--- src/rtl/mem_bus_arbiter.sv ---
// -----------------------------------------------------------------------------
// mem_bus_arbiter
//
// Shares one memory-side request bus between the instruction L1 (rq0) and the
// data L1 (rq1). A registered grant selects which requester's fields are
// forwarded to memory. The owner sees the memory stall directly. The other
// port is held busy. Arbitration is round-robin. A requester can keep
// ownership across consecutive beats by holding i_rqN_lock.
//
// Ports
//   i_clock, i_reset          clock, synchronous active-high reset
//   i_rqN_addr/re/we/be/wdata requester N memory request fields
//   i_rqN_lock                keep ownership after the current beat
//   o_rqN_rdata               memory read data (broadcast)
//   o_rqN_busy                stall; low only in the owner's completion cycle
//   o_mem_addr/re/we/be/wdata forwarded request of the current owner
//   i_mem_rdata, i_mem_busy   memory response
//   o_owner                   00 none, 01 rq0, 10 rq1 (straight from state)
// -----------------------------------------------------------------------------
module mem_bus_arbiter #(
  parameter int ADDR_WIDTH = 32,
  parameter int DATA_WIDTH = 32,
  localparam int BE_W      = DATA_WIDTH / 8
) (
  input  logic                  i_clock,
  input  logic                  i_reset,
  // requester 0 (instruction cache)
  input  logic [ADDR_WIDTH-1:0] i_rq0_addr,
  input  logic                  i_rq0_re,
  input  logic                  i_rq0_we,
  input  logic [BE_W-1:0]       i_rq0_be,
  input  logic [DATA_WIDTH-1:0] i_rq0_wdata,
  input  logic                  i_rq0_lock,
  output logic [DATA_WIDTH-1:0] o_rq0_rdata,
  output logic                  o_rq0_busy,
  // requester 1 (data cache)
  input  logic [ADDR_WIDTH-1:0] i_rq1_addr,
  input  logic                  i_rq1_re,
  input  logic                  i_rq1_we,
  input  logic [BE_W-1:0]       i_rq1_be,
  input  logic [DATA_WIDTH-1:0] i_rq1_wdata,
  input  logic                  i_rq1_lock,
  output logic [DATA_WIDTH-1:0] o_rq1_rdata,
  output logic                  o_rq1_busy,
  // memory side
  output logic [ADDR_WIDTH-1:0] o_mem_addr,
  output logic                  o_mem_re,
  output logic                  o_mem_we,
  output logic [BE_W-1:0]       o_mem_be,
  output logic [DATA_WIDTH-1:0] o_mem_wdata,
  input  logic [DATA_WIDTH-1:0] i_mem_rdata,
  input  logic                  i_mem_busy,
  // arbitration status
  output logic [1:0]            o_owner
);

  // State encoding doubles as the o_owner code, so o_owner is a pure register
  // output with no path from the requester inputs.
  typedef enum logic [1:0] {
    IDLE   = 2'b00,
    GRANT0 = 2'b01,
    GRANT1 = 2'b10
  } state_t;

  state_t state_reg, state_next;
  logic   last_reg, last_next;   // last requester that completed a beat

  logic req0, req1;
  logic done0, done1;

  assign req0  = i_rq0_re | i_rq0_we;
  assign req1  = i_rq1_re | i_rq1_we;
  assign done0 = req0 & ~i_mem_busy;
  assign done1 = req1 & ~i_mem_busy;

  // Read data is common to both ports; only the owner's busy qualifies it.
  assign o_rq0_rdata = i_mem_rdata;
  assign o_rq1_rdata = i_mem_rdata;

  assign o_owner = state_reg;

  always_ff @(posedge i_clock) begin
    if (i_reset) begin
      state_reg <= IDLE;
      last_reg  <= 1'b1;   // rq0 wins the first tie
    end else begin
      state_reg <= state_next;
      last_reg  <= last_next;
    end
  end

  // Next-state logic. A release never returns to the same grant directly:
  // it goes to the other grant if that side is asking, otherwise to IDLE.
  // This is what makes a persistent requester yield to a waiting one.
  always_comb begin
    state_next = state_reg;
    last_next  = last_reg;
    case (state_reg)
      IDLE: begin
        if (req0 && req1) begin
          state_next = last_reg ? GRANT0 : GRANT1;
        end else if (req0) begin
          state_next = GRANT0;
        end else if (req1) begin
          state_next = GRANT1;
        end
      end
      GRANT0: begin
        if (done0) begin
          last_next = 1'b0;
          if (!i_rq0_lock) begin
            state_next = req1 ? GRANT1 : IDLE;
          end
        end else if (!req0 && !i_rq0_lock) begin
          // request dropped without lock: abort and release
          state_next = req1 ? GRANT1 : IDLE;
        end
        // otherwise: stalled beat, or idle-but-locked hold
      end
      GRANT1: begin
        if (done1) begin
          last_next = 1'b1;
          if (!i_rq1_lock) begin
            state_next = req0 ? GRANT0 : IDLE;
          end
        end else if (!req1 && !i_rq1_lock) begin
          state_next = req0 ? GRANT0 : IDLE;
        end
      end
      default: begin
        state_next = IDLE;
      end
    endcase
  end

  // Output mux. The owner's fields pass straight through. A locked owner with
  // no request drives re = we = 0, so the bus sits idle without losing the grant.
  always_comb begin
    o_mem_addr  = '0;
    o_mem_re    = 1'b0;
    o_mem_we    = 1'b0;
    o_mem_be    = '0;
    o_mem_wdata = '0;
    o_rq0_busy  = 1'b1;
    o_rq1_busy  = 1'b1;
    case (state_reg)
      GRANT0: begin
        o_mem_addr  = i_rq0_addr;
        o_mem_re    = i_rq0_re;
        o_mem_we    = i_rq0_we;
        o_mem_be    = i_rq0_be;
        o_mem_wdata = i_rq0_wdata;
        o_rq0_busy  = i_mem_busy;
      end
      GRANT1: begin
        o_mem_addr  = i_rq1_addr;
        o_mem_re    = i_rq1_re;
        o_mem_we    = i_rq1_we;
        o_mem_be    = i_rq1_be;
        o_mem_wdata = i_rq1_wdata;
        o_rq1_busy  = i_mem_busy;
      end
      default: begin
      end
    endcase
  end

endmodule

--- config.mk ---
export PLATFORM = sky130hd
export DESIGN_NAME = mem_bus_arbiter
export DESIGN_NICKNAME = d
export VERILOG_FILES = /design/src/rtl/mem_bus_arbiter.sv
export SDC_FILE = /design/constraint.sdc
export NUM_CORES = 1
export LEC_CHECK = 0
export ABC_AREA = 1
export CAP_MARGIN = 20
export CORE_AREA = 2 2 121 123
export CTS_CLUSTER_DIAMETER = 30
export CTS_CLUSTER_SIZE = 20
export DETAILED_ROUTE_END_ITERATION = 10
export DIE_AREA = 0 0 123 125
export GPL_ROUTABILITY_DRIVEN = 1
export HOLD_SLACK_MARGIN = 0.06
export PLACE_DENSITY = 0.58
export SYNTH_ARGS = -nofsm -noshare
export SYNTH_HDL_FRONTEND = slang
export SYNTH_SLANG_ARGS = --single-unit
--- constraint.sdc ---
create_clock -name i_clock -period 2.8 [get_ports i_clock]
set_clock_uncertainty 0.05 [all_clocks]
set_input_delay 0.7 -clock i_clock [delete_from_list [all_inputs] [get_ports i_clock]]
set_output_delay 0.7 -clock i_clock [all_outputs]
set_load 0.02 [all_outputs]
### Yosys cells after proc, flatten, opt, wreduce, memory -nomap -nowiden

Cells that the tools add are included.

| operators by class | value |
|---|---|
| equality and inequality tests | 9 |
| mux-type cells | 23 |
| bitwise gates (word level) | 5 |
| reductions and logical operators | 11 |

Operators by type and width:

| kind | number |
|---|---|
| case mux 32 bit (2 select lines) | 2 |
| 2-to-1 mux 2 bit | 11 |
| != test 3 bit, second input constant | 4 |
| case mux 4 bit (2 select lines) | 1 |
| case mux 1 bit (2 select lines) | 3 |
| case mux 2 bit (3 select lines) | 1 |
| 2-to-1 mux 1 bit | 5 |
| AND reduction 5 bit | 1 |
| zero test 1 bit | 4 |
| != test 2 bit, second input constant | 2 |
| != test 4 bit, second input constant | 1 |
| logical AND 1 bit | 3 |
| AND reduction 3 bit | 1 |
| bitwise AND 1 bit | 2 |
| equality test 2 x 1 -> 1 bit, second input constant | 1 |
| equality test 2 bit, second input constant | 1 |
| zero test 2 bit | 1 |
| bitwise OR 1 bit | 2 |
| nonzero test 2 bit | 1 |
| NOT 1 bit | 1 |

| storage, ports and cells | value |
|---|---|
| register bits | 3 |
| output and inout port bits | 138 |

### Depth between registers and ports, before layout

| depth | value |
|---|---|
| depth after elaboration | 6 |
| gate-level depth with buffers | 9 |

### Worst setup path before layout

OpenSTA, ideal clock, no wires.

| timing path | value |
|---|---|
| path type | reg2out |
| start point | register state_reg[0] (netlist: o_owner[0]) |
| end point | output port o_mem_addr[0] |
| arrival time | 1.467 ns |
| required time | 2.050 ns |
| path slack | 0.583 ns |
| cell stages (with the launch flop) | 6 |
| path buffers | 1 |
| cells stage by stage | dfxtp_1 inv_1 ha_1 inv_2 clkbuf_1 a21oi_1 |

| on the way | value |
|---|---|
| longest elaborated chain between the ends | 2 |

RTL lines:

| element | RTL line | RTL |
|---|---|---|
| start: declaration | 65 | `state_t state_reg, state_next;` |
| start signal: assignment | 87 | `state_reg <= state_next;` |
| equality test 2 bit or equality test 2 x 1 -> 1 bit (tied branches) | 146 | `case (state_reg)` |
| case mux 32 bit (2 select lines) (*) | 146 |  |
| end: declaration | 46 | `output logic [ADDR_WIDTH-1:0] o_mem_addr,` |

Every way passes the cells marked *; elsewhere a longest branch is shown, timed or not.

### Worst setup path in the final report

| timing path | value |
|---|---|
| start point | input port i_mem_busy |
| end point | output port o_rq1_busy |

| on the way | value |
|---|---|
| longest elaborated chain between the ends | 1 |

RTL lines:

| element | RTL line | RTL |
|---|---|---|
| start: declaration | 52 | `input logic i_mem_busy,` |
| 2-to-1 mux 1 bit | 146 |  |
| end: declaration | 44 | `output logic o_rq1_busy,` |

Every way passes these cells.

==> results.ini <==
[timing]
fin_crit_sh=0.984
maxClockFrequency_mhz=363
setup_viol=0
drv_slew=0
tightest_slew_ps=266
whs_ps=471
slew_headroom=0.823
period_minus_slack_ps=2760
rsz0062_at_grt=no
timing.setup.tns_ps=0
hold_violations=0

[synth]
synth.yosys.seq_area_share=0.0327
yosysWarnings=0
ys_seq_elements=3
syn_area_per_cell_um2=5.23
yosysUniqueCellTypes=21
synth_area_um2=1840
synthesis.nets=532
synthCells=351

[die]
die_area_um2=15400
rows=44
die_w_um=123
start_util=0.129
dieHeight_um=125
placeableCoreArea_um2=14200
io_pins=315

[grt]
antenna_found_initial=0
gr-max-usage-layer=met2
grt_pass1_vias=2525
met2_usage=0.165
grt_max_degree=37
grt_pass1_wl_um=12000
grt_overflow=0
grtUsageMet1=0.102
grt_use_total=0.0957
gr-usage-met3=0.0443

[pwr]
p_leak_nw=2.20
power.density_nw_per_um2=663
peakVddDrop_v=0.000516

[clock_tree]
cts_buffers=3
cts_buffer_depth=2
post_cts_buffers=0
htreeDepth=1
path_clk_slew_ps=30
hold_buffers=0
tritoncts=yes
root_buffer=clkbuf_16
cts_sinks=3
clk_latency_ps=230

[worst_setup_path]
cp_slowest_cell=clkdlybuf4s50_1
crit_fanout=4
slowest_delay_ps=630
crit_type=input pin to primary output
crit_top_cell=clkdlybuf4s50_1
start_kind=input pin
crit_path_end_kind=primary output
arrival_ps=2010
path_cells=clkdlybuf4s50_1, inv_1, nand2_1, clkdlybuf4s50_1
critPathRequiredTime_ps=2050

[drt]
drt_iter0_markers=59
dr_total_vias=2583
drt.antenna.violating_nets=0
postRouteWirelength_um=8090
post_drt_wl_per_cell_um=11.9
drc=0
routed_via_density=3.79
dr.pass1.iters=4

[final_layout]
nFillCells=1584
layout-area-overhead-vs-synth_pct=114
layout-drive-gt1-share=0.0482
final_common_cell=nand2_1
instances_no_fill=682
register_area_um2=60.1
multi_input_comb_area_um2=1110
final_cell_mix=nand2_1 (153), clkdlybuf4s50_1 (148), a21oi_1 (72)
layout.nets=680
diodes=0
largest_reg_flops=2

[placed_design]
numPortBuffers=218
placedCellCount=678
dp_hpwl_um=6510
gp_congestion=0.733

[run]
drv_cap=0

[hold_path]
hp-class=flop to flop

[outcome]
outcome=finished, final reports clean

## synth_stat cells, drive strengths merged
library cell	instances	share of area
a21oi	72	0.20
clkbuf	7	0.014
a31oi	1	0.0034
nor2	11	0.029
dfxtp	3	0.033
ha	4	0.027
inv	10	0.020
or2	1	0.0034
nor3b	1	0.0041
o21ai	2	0.0054
nand3	4	0.014
buf	80	0.33
nand2	155	0.32
## layout make-up
type                       count  share of cell area
tap                          184              0.0585
sequential                     3              0.0153
clock buffer                   4              0.0200
multi-input combinational    251               0.282
inverter                      10             0.00954
timing repair buffer         230               0.614
## report_power, final
| part | total [mW] | switching (mW) | internal [mW] |
|---|---|---|---|
| Clock | 0.230 | 0.0418 | 0.188 |
| Combinational | 2.30 | 1.35 | 0.959 |
| Sequential | 0.0741 | 0.0153 | 0.0587 |
## worst max-delay path: cells and delay by family
family	cells	cell delay, ps
buffers and inverters	3	1190
AND/OR/NAND/NOR	1	110
## timing repair
action,in CTS,in global routing
gates cloned,0,0
setup endpoints to repair,46,43
gates resized for setup,28,44
## through the flow
| step | area, µm² | total power [mW] | utilization | setup slack (ps) |
|---|---|---|---|---|
| finish | 3930 | 2.61 | 0.277 | 43.6 |
| global route | 3930 | 2.87 | 0.277 | 0.297 |
| CTS | 3820 | 2.69 | 0.269 | 17.2 |
| detailed placement | 3770 | 2.52 | 0.266 | -86.5 |
| global placement | 3770 | 2.53 | 0.266 | -91.5 |
| floorplan | 1840 | 1.55 | - | 583 |
## final timing paths
kind                     end  slack (ps)  startpoint  cells past startpoint
setup / recovery  o_rq1_busy          40  i_mem_busy                      4
hold / removal      last_reg         470    last_reg                      2
setup reg to reg  o_owner[1]        1230  o_owner[0]                      8
hold reg to reg     last_reg         470    last_reg                      2
## per-layer routing
metal  wire, µm  up-vias
li1           -     1333
met1       2990     1068
met2       3740      153
met3       1130       29
met4        232        0
met5          0        -
## logic make-up (layout without fill, tap and decap cells)
kind of cell | after synthesis | after routing | synth area share
flip-flops | 3 | 3 | 0.0327
AO/OA/AOI/OAI | 75 | 75 | 0.205
AND/OR/NAND/NOR | 172 | 172 | 0.370
adder cells (fa/ha/maj) | 4 | 4 | 0.0272
buffers and inverters | 97 | 244 | 0.365
Power figures use the tool's default switching activity.
